--- src/rtl/toggle_rr_scheduler_pkg.sv ---
// Shared definitions for the round-robin toggle scheduler: FSM state encoding
// and the width helper used to size index and counter fields.
package toggle_rr_scheduler_pkg;

    typedef enum logic [1:0] {
        ST_IDLE  = 2'd0,
        ST_GRANT = 2'd1,
        ST_DONE  = 2'd2
    } state_e;

    localparam int N_REQ_DEFAULT     = 4;
    localparam int MAX_BURST_DEFAULT = 8;

    // Bits needed to encode values 0..n-1, never less than one bit.
    function automatic int width_of(input int n);
        return (n > 1) ? $clog2(n) : 1;
    endfunction

endpackage

--- src/rtl/toggle_rr_scheduler_core.sv ---
// Shared toggle state: cleared at the start of a session, flipped by each
// consumed data bit that is high.
module toggle_core (
    input  logic clk,
    input  logic rst,
    input  logic clr,
    input  logic en,
    input  logic din,
    output logic dout
);

    logic r_toggle;

    // Toggle register with reset, session clear and conditional flip.
    always_ff @(posedge clk) begin
        if (rst) begin
            r_toggle <= 1'b0;
        end else if (clr) begin
            r_toggle <= 1'b0;
        end else if (en) begin
            r_toggle <= r_toggle ^ din;
        end else begin
            r_toggle <= r_toggle;
        end
    end

    assign dout = r_toggle;

endmodule

--- src/rtl/toggle_rr_scheduler.sv ---
// Round-robin scheduler granting one requester at a time to a shared toggle
// core; each session ends on request drop or after MAX_BURST consumed bits.
module toggle_rr_scheduler
    import toggle_rr_scheduler_pkg::*;
#(
    parameter  int N_REQ     = N_REQ_DEFAULT,
    parameter  int MAX_BURST = MAX_BURST_DEFAULT,
    localparam int ID_W      = width_of(N_REQ),
    localparam int CNT_W     = width_of(MAX_BURST + 1)
) (
    input  logic             clk,
    input  logic             rst,
    input  logic [N_REQ-1:0] req,
    input  logic [N_REQ-1:0] din,
    output logic [N_REQ-1:0] gnt,
    output logic             dout,
    output logic             result_valid,
    output logic             result,
    output logic [ID_W-1:0]  result_id
);

    state_e             r_state;
    logic [ID_W-1:0]    r_owner;
    logic [ID_W-1:0]    r_ptr;
    logic [CNT_W-1:0]   r_count;
    logic [N_REQ-1:0]   r_gnt;
    logic               r_result_valid;
    logic               r_result;
    logic [ID_W-1:0]    r_result_id;

    logic [ID_W-1:0]    w_pick;
    logic [ID_W-1:0]    w_idx;
    logic [N_REQ-1:0]   w_onehot;
    logic               w_any_req;
    logic               w_owner_req;
    logic               w_owner_din;
    logic               w_clr;
    logic               w_en;
    logic               w_core_dout;
    logic               w_toggle_next;
    logic [CNT_W-1:0]   w_count_inc;
    logic               w_last;
    logic [ID_W-1:0]    w_ptr_next;

    // Rotating priority search: walking from the farthest slot back to r_ptr
    // leaves the first requester at or above r_ptr as the winner.
    always_comb begin
        w_pick = r_ptr;
        w_idx  = r_ptr;
        for (int i = N_REQ - 1; i >= 0; i--) begin
            w_idx  = ID_W'((int'(r_ptr) + i) % N_REQ);
            w_pick = req[w_idx] ? w_idx : w_pick;
        end
        w_onehot = {{(N_REQ-1){1'b0}}, 1'b1} << w_pick;
    end

    // Session datapath controls derived from the current owner.
    always_comb begin
        w_any_req     = |req;
        w_owner_req   = req[r_owner];
        w_owner_din   = din[r_owner];
        w_en          = (r_state == ST_GRANT) && w_owner_req;
        w_clr         = (r_state == ST_IDLE) && w_any_req;
        w_toggle_next = w_core_dout ^ (w_en & w_owner_din);
        w_count_inc   = r_count + CNT_W'(1);
        w_last        = w_owner_req && (w_count_inc == CNT_W'(MAX_BURST));
        w_ptr_next    = (r_owner == ID_W'(N_REQ - 1)) ? {ID_W{1'b0}} : r_owner + ID_W'(1);
    end

    toggle_core u_core (
        .clk  (clk),
        .rst  (rst),
        .clr  (w_clr),
        .en   (w_en),
        .din  (w_owner_din),
        .dout (w_core_dout)
    );

    // Scheduler FSM with registered grant and result outputs.
    always_ff @(posedge clk) begin
        if (rst) begin
            r_state        <= ST_IDLE;
            r_owner        <= {ID_W{1'b0}};
            r_ptr          <= {ID_W{1'b0}};
            r_count        <= {CNT_W{1'b0}};
            r_gnt          <= {N_REQ{1'b0}};
            r_result_valid <= 1'b0;
            r_result       <= 1'b0;
            r_result_id    <= {ID_W{1'b0}};
        end else begin
            case (r_state)
                ST_IDLE: begin
                    r_result_valid <= 1'b0;
                    if (w_any_req) begin
                        r_state <= ST_GRANT;
                        r_owner <= w_pick;
                        r_gnt   <= w_onehot;
                        r_count <= {CNT_W{1'b0}};
                    end else begin
                        r_gnt   <= {N_REQ{1'b0}};
                    end
                end
                ST_GRANT: begin
                    if (w_owner_req) begin
                        r_count <= w_count_inc;
                    end else begin
                        r_count <= r_count;
                    end
                    // A dropped request ends the session without consuming din.
                    if (!w_owner_req || w_last) begin
                        r_state        <= ST_DONE;
                        r_gnt          <= {N_REQ{1'b0}};
                        r_result_valid <= 1'b1;
                        r_result       <= w_toggle_next;
                        r_result_id    <= r_owner;
                    end else begin
                        r_state        <= ST_GRANT;
                    end
                end
                ST_DONE: begin
                    r_result_valid <= 1'b0;
                    r_ptr          <= w_ptr_next;
                    r_state        <= ST_IDLE;
                end
                default: begin
                    r_state        <= ST_IDLE;
                    r_gnt          <= {N_REQ{1'b0}};
                    r_result_valid <= 1'b0;
                end
            endcase
        end
    end

    assign gnt          = r_gnt;
    assign dout         = w_core_dout;
    assign result_valid = r_result_valid;
    assign result       = r_result;
    assign result_id    = r_result_id;

endmodule
--- config.mk ---
export PLATFORM = sky130hd
export DESIGN_NAME = toggle_rr_scheduler
export DESIGN_NICKNAME = d
export VERILOG_FILES = /design/src/rtl/toggle_rr_scheduler_pkg.sv /design/src/rtl/toggle_rr_scheduler_core.sv /design/src/rtl/toggle_rr_scheduler.sv
export SDC_FILE = /design/constraint.sdc
export NUM_CORES = 1
export LEC_CHECK = 0
export CORE_AREA = 2 2 59 61
export DETAILED_ROUTE_END_ITERATION = 7
export DIE_AREA = 0 0 61 63
export GPL_ROUTABILITY_DRIVEN = 1
export HOLD_SLACK_MARGIN = 0.03
export MAX_ROUTING_LAYER = met4
export SKIP_LAST_GASP = 1
export SLEW_MARGIN = 20
export SYNTH_ARGS = -nofsm -noshare
export SYNTH_HDL_FRONTEND = slang
export SYNTH_HIERARCHICAL = 1
export SYNTH_SLANG_ARGS = --single-unit
--- constraint.sdc ---
create_clock -name clk -period 2.1 [get_ports clk]
set_input_delay 0.42 -clock clk [delete_from_list [all_inputs] [get_ports clk]]
set_output_delay 0.42 -clock clk [all_outputs]
set_load 0.02 [all_outputs]
==> results_dict.tcl, run 1 <==
set metrics [dict create \
    via_per_inst 4.95 \
    io_pins 19 \
    globalRouteTotalUtil_pct 14.4 \
    io_buffers 18 \
    layout-drive-gt1-share_pct 19.0 \
    min_path_type "reg2reg" \
    cts_max_level 1 \
    clock_power_share_pct 24.1 \
    grt_start_max_net_pins 12 \
    synth.ff_latch_count 19 \
    status "finished clean" \
    ys_warn_count 6 \
    diodes 0 \
    syn2layout_area_growth_pct 34.5 \
    crit_type "in2reg" \
    dieArea_sq_mm 0.00384 \
    fin_skew_ns 0.000907 \
    cp.arrival_ns 2.02 \
    pwr-share-comb_pct 25.1 \
    netlist_instances 109 \
    placed_cell_area_sq_mm 0.00132 \
    drt_pass1_iterations 4 \
    yosysMostFrequentCell "dfxtp_1" \
    numCtsBuffers 3 \
    critPathMaxStageDelay_ns 0.58 \
    antenna_found_initial 0 \
    fmax_mhz 545 \
    core_sq_mm 0.00323 \
    netlist_area_sq_mm 0.00100 \
    drtIter0Drc 36 \
    insertion_delay_ns 0.30 \
    cts-hold-fix-buffers 0 \
    synth_edf_count 0 \
    maxSlewHeadroom_pct 73.3 \
    cpLargestDelayFamily "multiplexers" \
    synth.area.top_cells "dfxtp_1 (38%), mux4_2 (4.5%), nand2_1 (4.1%), mux2i_1 (4.0%), a21oi_1 (3.5%)" \
    end_kind "flip-flop" \
    switching_share_pct 29.5 \
    cts.sinks 19 \
    post-route-drc-count 0 \
    synth_ff_type "dfxtp_1" \
    period_minus_slack_ns 1.83 \
    syn_nets 121 \
    post_cts_buffers 0 \
    num_vias 931 \
    dp_hpwl_mm 1.80 \
    seqPwrFrac_pct 50.8 \
    cts_buffer_depth 2 \
    drtAntennaViolNets 0 \
    rows 21 \
    fill_cells 346 \
    power.density_mw_per_mm2 578 \
    power_leakage_nw 0.508 \
    place_congestion 0.840 \
    p_int_w 0.000549 \
    path_cells "clkdlybuf4s50_1, mux4_2, nand2_1, inv_2, a21boi_2, o32ai_1" \
    yosysSeqAreaShare_pct 38.0 \
    synth_area_per_cell_sq_um 9.19 \
    maxCapViolations 0 \
    wire_per_inst_um 12.4 \
    path_clk_slew_ns 0.11 \
    cts_tree "yes" \
    worstPathMaxFanout 7 \
    synth_top_cell_by_area "dfxtp_1" \
    synth_top_area_share_pct 38.0 \
    fp.dieW_um 61 \
    stdcell_area_sq_mm 0.00135 \
    dpl.cell_count 184 \
    worstPathRequired_ns 2.29 \
    synth_commonest_cells "dfxtp_1 (19), nand2_1 (11), a21oi_1 (7)" \
    grt_pass1_wl_mm 4.11 \
    start_kind "input port" \
    min_period_over_period_pct 87.4 \
    instances_no_fill 188 \
    power_switching_w 0.000229 \
    setup_viol 0 \
    ir_drop_mv 0.227 \
    worstMarginPinSlew_ns 0.397 \
    wl_mm 2.33 \
    crit_buf_inv 2 \
    rsz0062_at_grt "false" \
    synth_cell_type_count 43 \
    slowest_stage "mux4_2" \
    fin_tns_setup_ns 0 \
    root_buffer "clkbuf_4" \
    dieHeight_um 63 \
    grt_overflow_total 0 \
    grt_pass1_vias 916 \
    ys_async_sr_fraction_pct 0 \
    layout.nets 155 \
    post_cts_resized 0 \
    drv_slew 0 \
    start_util_pct 31.0 \
    finalHoldViolations 0 \
]
## sequential cells by signal, summed over array words and instances (netlist names)
name / cells
result_id: 2
r_ptr: 2
r_owner: 2
result: 1
result_valid: 1
gnt: 4
u_core/dout: 1
r_count: 4
r_state: 2
## through the flow
step                hold WS (ns)  worst slack [ns]  total power (W)  util [%]
finish                     0.469             0.266         0.000779      41.7
CTS                        0.476             0.252         0.000788      41.7
detailed placement         0.457           -0.0626         0.000600      40.8
floorplan                  0.470             0.421         0.000507         -
global placement           0.446           -0.0106         0.000596      40.8
global route               0.499            0.0599         0.000830      41.7
## logic make-up (layout without fill, tap and decap cells)
kind of cell / count (synthesis) / after routing / synth area share, %
AOI/OAI and AO/OA: 27 / 27 / 20.5
xor gates and xnor gates: 2 / 2 / 1.75
adders and majority gates: 2 / 2 / 2.50
buffers and inverters: 7 / 40 / 3.62
DFF: 19 / 19 / 38.0
muxes: 6 / 6 / 8.49
and+or+nand+nor: 46 / 46 / 25.2
## worst paths after layout
check | start | slack (ns) | end | depth (start not counted)
min | result_id[0] | 0.47 | result_id[0] | 2
min reg2reg | result_id[0] | 0.47 | result_id[0] | 2
max reg2reg | r_owner[0] | 0.27 | result | 4
max | req[3] | 0.27 | gnt[2] | 6
## layer usage
layer  vias up  global-route usage (%)  routed length, um
met5         -                       -                  0
met4         0                    5.71                 40
met3         4                    2.69                105
met2        22                    21.5               1060
met1       434                    18.9               1120
li1        471                       -                  -
## worst min-delay path: stages, from the launching register on
cell     delay [ns]
dfxtp_1        0.33
nand2_1        0.05
mux2i_1        0.05
## layout make-up
class	instances	area (sq um)	area share, %
multi-input combinational	83	586	43.5
sequential	19	380	28.2
tap	46	57.6	4.27
inverter	5	18.8	1.39
clock inverter	1	5.00	0.371
clock buffer	3	22.5	1.67
timing repair buffer	31	278	20.6
## cells in the final DEF, fill, tap and decap left out, types with 3 or more instances in the layout
master / instances
a21oi_1: 7
buf_4: 13
clkbuf_4: 3
clkdlybuf4s50_1: 18
dfxtp_1: 19
inv_1: 4
mux2i_1: 4
nand2_1: 11
nand2b_1: 3
nand3_1: 4
nor2_1: 4
nor2b_1: 3
nor3_1: 6
o21a_1: 3
o32ai_1: 4
or3_1: 3
## power by group through the flow
stage / registers (W) / logic (W) / clock network [W]
2_1_floorplan: 0.000411 / 0.0000962 / 0
3_3_place_gp: 0.000404 / 0.000192 / 0
3_5_place_dp: 0.000405 / 0.000195 / 0
4_1_cts: 0.000396 / 0.000197 / 0.000195
5_1_grt: 0.000400 / 0.000214 / 0.000216
6_report: 0.000396 / 0.000195 / 0.000187
No activity file was read; power rests on OpenSTA's default activity.
==> inputs of run 2 (changes only) <==
Settings changed: SKIP_LAST_GASP 1 to unset.
==> results of run 2 <==
No change in the layout: final DEF, timing and power equal those of run 1.
==> edit: new RTL, flow settings as in run 2 <==
Set the package constant `MAX_BURST_DEFAULT` to 16 (it was 8).
--- a/src/rtl/toggle_rr_scheduler_pkg.sv
+++ b/src/rtl/toggle_rr_scheduler_pkg.sv
@@ -9,7 +9,7 @@
     } state_e;
 
     localparam int N_REQ_DEFAULT     = 4;
-    localparam int MAX_BURST_DEFAULT = 8;
+    localparam int MAX_BURST_DEFAULT = 16;
 
     // Bits needed to encode values 0..n-1, never less than one bit.
     function automatic int width_of(input int n);
Formal check against the unedited RTL: not equivalent (Yosys sat finds a counterexample within 10 cycles, from zero or initial values and one cycle with rst high).
==> edit against run 2 <==
  * Cell area up 4.4%
  * Critical path type unchanged
  * Maximum frequency down 2.9%
  * Worst setup slack worse by 0.054 ns
  * Hold slack worse by 0.00081 ns
  * Via count up 11%
  * Routed wire length up 12%
  * Power up 8.7%
  * Die area unchanged
  * Combinational power up 9%
  * Sequential share of layout area up 0.24 points
  * Sequential cell count up 1
  * Critical path depth unchanged
  * Area after synthesis up 5.2%
==> edit: results (changes against run 2) <==
## Run status
- **status** finished, final reports clean, unchanged

## Timing
- **pin slew with the least headroom to its limit** 0.344 ns, was 0.397 ns
- **worst clock skew on the final layout** 0.00957 ns, was 0.000907 ns

## Layout
- **Final clock-cell share** 0.0258, was 0.0204
- **fraction of area in registers** 0.285, was 0.282
- **net total in the final layout** 169, was 155
- **count of clock buffers in the final design** 4, was 3
- **area taken by multi-input logic gates** 612 µm², was 586 µm²
- **Layout non-clock buf frac** 0.198, was 0.206
- **inverters** 6, was 5
- **utilization after layout** 0.435, was 0.417
- **Multi-input comb cells** 95, was 83
- **Fillers** 350, was 346
- **share of final-layout standard cells stronger than drive strength 1** 0.160, was 0.190

## Detailed routing
- **wirelength, routed** 2620 µm, was 2330 µm
- **total via count in the routed design** 1033, was 931
- **routed length on met1** 1270 µm, was 1120 µm
- **average wire per cell in the routed design** 13.0 µm, was 12.4 µm
- **met2 wire length** 1200 µm, was 1060 µm
- **number of violations reported at the end of detailed-routing iteration 0** 50, was 36
- **wire length on met3** 113 µm, was 105 µm

## Synthesis
- **compound-cell area share of the yosys netlist** 0.219, was 0.205
- **part of the Yosys area used for sequential elements** 0.380, about the same
- **Synth Register Bits** 20, was 19
- **post-synthesis mux area share** 0.0463, was 0.0849
- **synthesized instance count** 125, was 109
- **most used standard cells in the synthesized netlist** dfxtp_1, nand2_1, a21oi_1, nor2_1, o21ai_0, was dfxtp_1, nand2_1, a21oi_1
- **Post-Synth XOR/XNOR Area** 0, was 0.0175
- **total nets after synthesis** 137, was 121
- **synth warn** 6, unchanged
- **cell types with the largest area share after synthesis** dfxtp_1, nand2_1, a21oi_1, nor2_1, o21ai_0, was dfxtp_1, mux4_2, nand2_1, mux2i_1, a21oi_1
- **FFs w/ async S/R, synth** 0, unchanged

## Placement
- **worst setup timing slack at the placement stage** -0.107 ns, was -0.0626 ns
- **gpl congestion** 0.858, was 0.840
- **placed wire-length estimate** 2000 µm, was 1800 µm
- **post-placement cell count** 198, was 184

## Pwr
- **largest voltage drop on the vdd net** 0.000397 V, was 0.000227 V
- **Leakage Power** 0.537 nW, was 0.508 nW
- **internal cell power** 0.606 mW, was 0.549 mW

## Worst setup path
- **cell family with most CP delay** buffers and inverters, was multiplexers
- **critical path peak fanout** 5, was 7
- **Worst Path Required** 2.32 ns, was 2.29 ns
- **delay of the slowest cell on the worst path** 0.50 ns, was 0.58 ns

## Global route
- **met1 capacity usage during global routing** 0.208, was 0.189
- **vias in the first global route** 911, was 916
- **all-layer global routing usage** 0.147, was 0.144
- **first-pass GRT wire length** 4170 µm, was 4110 µm
- **M2 GR Usage** 0.204, was 0.215

## Clock tree
- **buffers from clock root to sink, at most** 2, unchanged

[edit: cell types whose count changed in the layout (fill, tap and decap cells not counted), sizes merged, moves of 2 or more]
cell,before,now
a21oi,7,10
a31oi,1,4
and3b,2,0
mux2i,4,0
nand2,11,19
nand3b,1,4
nor2,4,10
nor3,6,3
o21a,3,1
o21ai,1,6
o32ai,4,0
or2,3,0
[edit: power by group through the flow]
stage | registers (mW) | logic, mW | clock network [mW]
floorplan | 0.433 | 0.104 | 0
global placement | 0.422 | 0.208 | 0
detailed placement | 0.423 | 0.211 | 0
CTS | 0.415 | 0.212 | 0.227
global route | 0.418 | 0.231 | 0.252
finish | 0.414 | 0.212 | 0.220
[edit: final timing paths]
check / from / endpoint / slack, ns / cells past startpoint
min: result_valid / result_valid / 0.47 / 2
max: req[3] / r_count[3] / 0.21 / 6
max reg2reg: r_owner[1] / r_count[3] / 0.37 / 5
min reg2reg: result_valid / result_valid / 0.47 / 2
